==> src/rtl/led7seg_scan.sv <==
// led7seg_scan: multiplexed 3-digit 7-segment scan driver with inter-digit blanking,
// 16-level PWM brightness and per-frame latching of the display image.
module led7seg_scan #(
    parameter int STEP_CYCLES    = 16,
    parameter int BLANK_CYCLES   = 8,
    parameter bit SEG_ACTIVE_LOW = 1'b1,
    parameter bit COM_ACTIVE_LOW = 1'b1
) (
    input  logic        clk,
    input  logic        reset_n,
    input  logic [23:0] led7seg_data,
    input  logic [3:0]  brightness,
    input  logic        disp_enable,
    output logic [7:0]  seg_out,
    output logic [2:0]  com_out,
    output logic        frame_tick
);
    localparam int SLOT = BLANK_CYCLES + 16 * STEP_CYCLES;
    localparam int CW = $clog2(SLOT);
    localparam int SW = $clog2(STEP_CYCLES);
    localparam logic [7:0] SEG_INV = {8{SEG_ACTIVE_LOW}};
    localparam logic [2:0] COM_INV = {3{COM_ACTIVE_LOW}};

    logic [CW-1:0] slot_q, slot_d, offset;
    logic [1:0]    digit_q, digit_d;
    logic [23:0]   data_q;
    logic [3:0]    bright_q, step;
    logic          en_q, frame_start, slot_end, lit;
    logic [7:0]    seg_d;
    logic [2:0]    com_d;

    always_comb begin
        frame_start = (digit_q == 2'd0) && (slot_q == '0);
        slot_end    = (slot_q == CW'(SLOT - 1));
        slot_d      = slot_end ? '0 : slot_q + CW'(1);
        digit_d     = !slot_end ? digit_q : (digit_q == 2'd2) ? 2'd0 : digit_q + 2'd1;
        // offset wraps during the blank window; step is only used once past it
        offset      = slot_q - CW'(BLANK_CYCLES);
        step        = 4'(offset >> SW);
        lit         = en_q && (slot_q >= CW'(BLANK_CYCLES)) && (step <= bright_q);
        seg_d       = !lit ? 8'h00 :
                      (digit_q == 2'd0) ? data_q[7:0] :
                      (digit_q == 2'd1) ? data_q[15:8] : data_q[23:16];
        com_d       = lit ? (3'b001 << digit_q) : 3'b000;
    end

    always_ff @(posedge clk or negedge reset_n) begin
        if (!reset_n) begin
            slot_q     <= '0;
            digit_q    <= 2'd0;
            data_q     <= '0;
            bright_q   <= '0;
            en_q       <= 1'b0;
            seg_out    <= SEG_INV;
            com_out    <= COM_INV;
            frame_tick <= 1'b0;
        end else begin
            slot_q     <= slot_d;
            digit_q    <= digit_d;
            if (frame_start) begin
                data_q   <= led7seg_data;
                bright_q <= brightness;
                en_q     <= disp_enable;
            end
            seg_out    <= seg_d ^ SEG_INV;
            com_out    <= com_d ^ COM_INV;
            frame_tick <= frame_start;
        end
    end
endmodule

==> config.mk <==
export PLATFORM = sky130hd
export DESIGN_NAME = led7seg_scan
export DESIGN_NICKNAME = d
export VERILOG_FILES = /design/src/rtl/led7seg_scan.sv
export SDC_FILE = /design/constraint.sdc
export NUM_CORES = 1
export LEC_CHECK = 0
export ABC_AREA = 0
export BUFFER_PORTS_ARGS = -buffer_cell sky130_fd_sc_hd__buf_4
export CORE_MARGIN = 1.5
export CORE_UTILIZATION = 50
export DETAILED_ROUTE_END_ITERATION = 7
export HOLD_SLACK_MARGIN = 0.05
export MAX_ROUTING_LAYER = met4
export PLACE_DENSITY = 0.75
export SYNTH_ARGS = -nofsm -noshare
export SYNTH_HDL_FRONTEND = slang
export SYNTH_SLANG_ARGS = --single-unit
==> constraint.sdc <==
create_clock -name clk -period 2.2 [get_ports clk]
set_clock_uncertainty 0.2 [all_clocks]
set_input_delay 0.11 -clock clk [delete_from_list [all_inputs] [get_ports clk]]
set_output_delay 0.11 -clock clk [all_outputs]
set_load 0.01 [all_outputs]
==> impl_results.html <==
<table>
<tr><th>Metric</th><th>Value</th></tr>
<tr><th colspan="2">Run status</th></tr>
<tr><td>Run status</td><td>finished, violations left</td></tr>
<tr><td>Failing checks</td><td>negative setup slack</td></tr>
<tr><th colspan="2">Floorplan</th></tr>
<tr><td>Top-level port count</td><td>43</td></tr>
<tr><td>Initial Util</td><td>between 50% and 60%</td></tr>
<tr><td>Area of the die</td><td>5340 sq um</td></tr>
<tr><td>Die Y</td><td>between 70 and 80 microns</td></tr>
<tr><td>Horiz. Die Dim</td><td>between 70 and 80 microns</td></tr>
<tr><td>CORE AREA</td><td>around 4700 sq um</td></tr>
<tr><td>FP Rows</td><td>25</td></tr>
<tr><th colspan="2">Finish</th></tr>
<tr><td>Diodes inserted</td><td>0</td></tr>
<tr><td>Commonest cells after routing, fill and taps aside</td><td>buf_4 (63), dfrtp_1 (41), dlygate4sd3_1 (30)</td></tr>
<tr><td>Share of layout cells above drive strength 1</td><td>between 40% and 50%</td></tr>
<tr><td>Syn-to-layout area delta</td><td>41.0%</td></tr>
<tr><td>Most common cell after layout, fill and taps aside</td><td>buf_4</td></tr>
<tr><td>Post-route cell area</td><td>3470 sq um</td></tr>
<tr><td>Net count of the finished layout</td><td>322</td></tr>
<tr><td>Fillers</td><td>slightly above 300</td></tr>
<tr><th colspan="2">Critical path</th></tr>
<tr><td>Crit Path Max Fanout</td><td>4</td></tr>
<tr><td>Crit end category</td><td>flip-flop</td></tr>
<tr><td>Critical Setup Path Class</td><td>reg2reg</td></tr>
<tr><td>Data arrival at the endpoint of the critical path</td><td>around 2.5 ns</td></tr>
<tr><td>Worst Reg-to-Reg Cells</td><td>5</td></tr>
<tr><td>Launching element type of the critical path</td><td>flip-flop</td></tr>
<tr><td>Crit path required time</td><td>2.20 ns</td></tr>
<tr><th colspan="2">Clocking</th></tr>
<tr><td>Total clock buffers created by CTS</td><td>5</td></tr>
<tr><td>Number of levels the H-tree was split into</td><td>2</td></tr>
<tr><td>Register clock-pin slew on the reported worst setup and hold paths</td><td>0.11 ns</td></tr>
<tr><td>TritonCTS clock tree</td><td>done</td></tr>
<tr><td>Longest Clk Path Bufs</td><td>2</td></tr>
<tr><td>Clock latency on the worst-skew pair</td><td>0.32 ns</td></tr>
<tr><td>CTS root buf</td><td>clkbuf_8</td></tr>
<tr><td>Total number of clock tree sinks</td><td>52</td></tr>
<tr><th colspan="2">Logic synthesis</th></tr>
<tr><td>Post-synthesis instance area</td><td>2460 sq um</td></tr>
<tr><td>Synth Net Count</td><td>around 230</td></tr>
<tr><td>Predominant post-synthesis flop cell</td><td>dfrtp_1</td></tr>
<tr><td>EDFF count, synth</td><td>0</td></tr>
<tr><td>Async S/R FF share, synth</td><td>100%</td></tr>
<tr><td>Synthesis Warnings</td><td>0</td></tr>
<tr><td>Number of synthesized register bits</td><td>between 50 and 60</td></tr>
<tr><td>Cell taking the most area after synthesis</td><td>dfrtp_1</td></tr>
<tr><td>Synth top area share</td><td>roughly two fifths</td></tr>
<tr><td>Post-synthesis average cell area</td><td>13.1 sq um</td></tr>
<tr><td>Number of cells produced by synthesis</td><td>187</td></tr>
<tr><td>Sequential-to-total area share from yosys stat</td><td>53.5%</td></tr>
<tr><td>Number of distinct library cells after synthesis</td><td>29</td></tr>
<tr><td>Top area cells in the synthesized netlist</td><td>dfrtp_1 (42%), mux2_4 (18%), dfstp_2 (12%), ha_1 (4.1%), mux2i_1 (4.1%)</td></tr>
<tr><th colspan="2">Drt</th></tr>
<tr><td>Wire length after detailed routing</td><td>between 5000 and 6000 microns</td></tr>
<tr><td>Antenna-violating nets left</td><td>0</td></tr>
<tr><td>Routed length per placed instance</td><td>around 16 microns</td></tr>
<tr><td>Number of DRC markers after the initial detailed-route iteration</td><td>129</td></tr>
<tr><td>Remaining routing DRC violations</td><td>0</td></tr>
<tr><td>Total number of vias</td><td>~1,800</td></tr>
<tr><td>Total iterations of the first detailed-routing run</td><td>4</td></tr>
<tr><td>Via/cell ratio</td><td>~5.2</td></tr>
<tr><th colspan="2">STA</th></tr>
<tr><td>Number of setup violations in the final report</td><td>40</td></tr>
<tr><td>Post-route setup TNS</td><td>-9.08 ns</td></tr>
<tr><td>Setup WS post-layout</td><td>-0.278 ns</td></tr>
<tr><td>Slew HR</td><td>between 50% and 60%</td></tr>
<tr><td>Transition time at the pin with the least slew margin</td><td>roughly 0.63 ns</td></tr>
<tr><td>Highest achievable clock rate</td><td>~400 MHz</td></tr>
<tr><td>Shortest clock period the worst path allows after layout</td><td>2.48 ns</td></tr>
<tr><td>Slew Limit Fails</td><td>0</td></tr>
<tr><td>Final worst-path cycle share</td><td>113%</td></tr>
<tr><td>Final-report hold violation count</td><td>0</td></tr>
<tr><td>Unrepaired setup endpoints after global routing</td><td>true</td></tr>
<tr><th colspan="2">Min path</th></tr>
<tr><td>Path type of the worst min-delay path</td><td>in2async</td></tr>
<tr><th colspan="2">Global route</th></tr>
<tr><td>Antenna violations before repair</td><td>0</td></tr>
<tr><td>Global-route wire length before repair</td><td>8580 microns</td></tr>
<tr><td>Overflow left after global routing</td><td>0</td></tr>
<tr><td>Via count of the first global-routing pass</td><td>between 1,500 and 2,000</td></tr>
<tr><td>Global routing usage summed across all routing layers</td><td>roughly 23%</td></tr>
<tr><td>Pin count of the biggest net entering global routing</td><td>53</td></tr>
<tr><th colspan="2">Placement</th></tr>
<tr><td>RePlAce Congestion</td><td>about 0.87</td></tr>
<tr><td>Standard cell area after detailed placement</td><td>a little under 3000 sq um</td></tr>
<tr><td>Dpl hpwl</td><td>roughly 3300 microns</td></tr>
<tr><td>Number of buffer cells added on primary ports</td><td>42</td></tr>
<tr><td>Worst setup slack before clock tree synthesis</td><td>-0.205 ns</td></tr>
<tr><th colspan="2">Pwr</th></tr>
<tr><td>Power consumption</td><td>1.80 mW</td></tr>
<tr><td>Leakage</td><td>between 1.5 and 2 nW</td></tr>
<tr><td>Power Density</td><td>521 nW/um^2</td></tr>
<tr><td>Worst vdd ir</td><td>0.000441 V</td></tr>
<tr><th colspan="2">Run</th></tr>
<tr><td># Max-Cap Violations</td><td>0</td></tr>
</table>
## stage by stage
stage	instances	hold WS, ns	util, %
final	351	0.142	73.4
after global routing	351	0.225	73.4
after CTS	345	0.176	71.7
after detailed placement	305	-0.0295	62.4
after global placement	305	-0.0297	62.4
after floorplan	187	-0.386	-
## what timing repair did
item | CTS | global route
hold buffers | 30 | 0
cloned | 1 | 2
setup endpoints to repair | 40 | 41
endpoints found under the hold margin | 81 | 0
resized for setup | 7 | 3
pin swaps | 2 | 0
buffers inserted | 2 | 4
## synthesized netlist by cell type, drive strengths merged, types with 2 or more instances
cell / instances
dfrtp: 41
mux2: 29
nand2: 15
dfstp: 11
inv: 10
mux2i: 10
o21ai: 9
a211oi: 8
ha: 8
nor2: 7
xnor2: 7
clkbuf: 5
buf: 3
nand3: 3
nor3b: 3
xor2: 3
nor2b: 2
or3: 2
## cell type report
type,count,area (sq um),area share [%]
inverter,11,41.3,1.19
tap,67,83.8,2.42
multi-input combinational,117,1100,31.8
clock buffer,5,68.8,1.99
sequential,52,1320,37.9
clock inverter,3,26.3,0.758
timing repair buffer,96,830,23.9
## power by group
group	switching, mW	internal, mW	leakage (nW)
logic	0.0726	0.132	1.00
clock network	0.347	0.232	0.0423
registers	0.0218	0.999	0.607
total	0.441	1.36	1.65
## per-layer routing
| layer | wire length, microns | vias to the layer above | GRT usage, % | part of all wire (%) |
|---|---|---|---|---|
| met5 | 0 | - | - | 0 |
| met4 | 80 | 0 | 8.18 | 1.4 |
| met3 | 303 | 9 | 4.70 | 5.3 |
| met2 | 2920 | 65 | 36.0 | 51 |
| met1 | 2430 | 912 | 29.0 | 42 |
| li1 | - | 844 | - | - |
## sequential cells by signal, summed over array words and instances, names as in the netlist
register / count
com_out: 3
digit_q: 2
data_q: 24
slot_q: 9
bright_q: 4
frame_tick: 1
en_q: 1
seg_out: 8
## path summary, 6_finish.rpt
kind,start,endpoint,slack [ns]
min in group clk,bright_q[3]$_DFFE_PN0P_,bright_q[3]$_DFFE_PN0P_,0.32
min reg2reg,bright_q[3]$_DFFE_PN0P_,bright_q[3]$_DFFE_PN0P_,0.32
max in group asynchronous,reset_n,data_q[21]$_DFFE_PN0P_,1.23
max reg2reg,slot_q[3]$_DFF_PN0_,bright_q[2]$_DFFE_PN0P_,-0.28
max,slot_q[3]$_DFF_PN0_,bright_q[2]$_DFFE_PN0P_,-0.28
min,reset_n,digit_q[0]$_DFFE_PN0N_,0.14
## critical path, stage by stage (launching register included)
cell and delay, ns:
dfrtp_1 0.43, or3_4 0.38, or3_4 0.34, or4_4 0.50, buf_4 0.20, mux2_4 0.30
## cells by family (layout without fill, tap and decap cells)
group / Yosys count / in the layout / share of synthesized area, %
and+or+nand+nor: 39 / 39 / 7.94
buffers and inverters: 19 / 115 / 3.82
muxes: 39 / 39 / 21.8
AOI/OAI and AO/OA: 20 / 21 / 5.30
adders and majority gates: 8 / 8 / 4.07
DFF: 52 / 52 / 53.5
xor gates and xnor gates: 10 / 10 / 3.56
(Power assumes the default switching activity.)
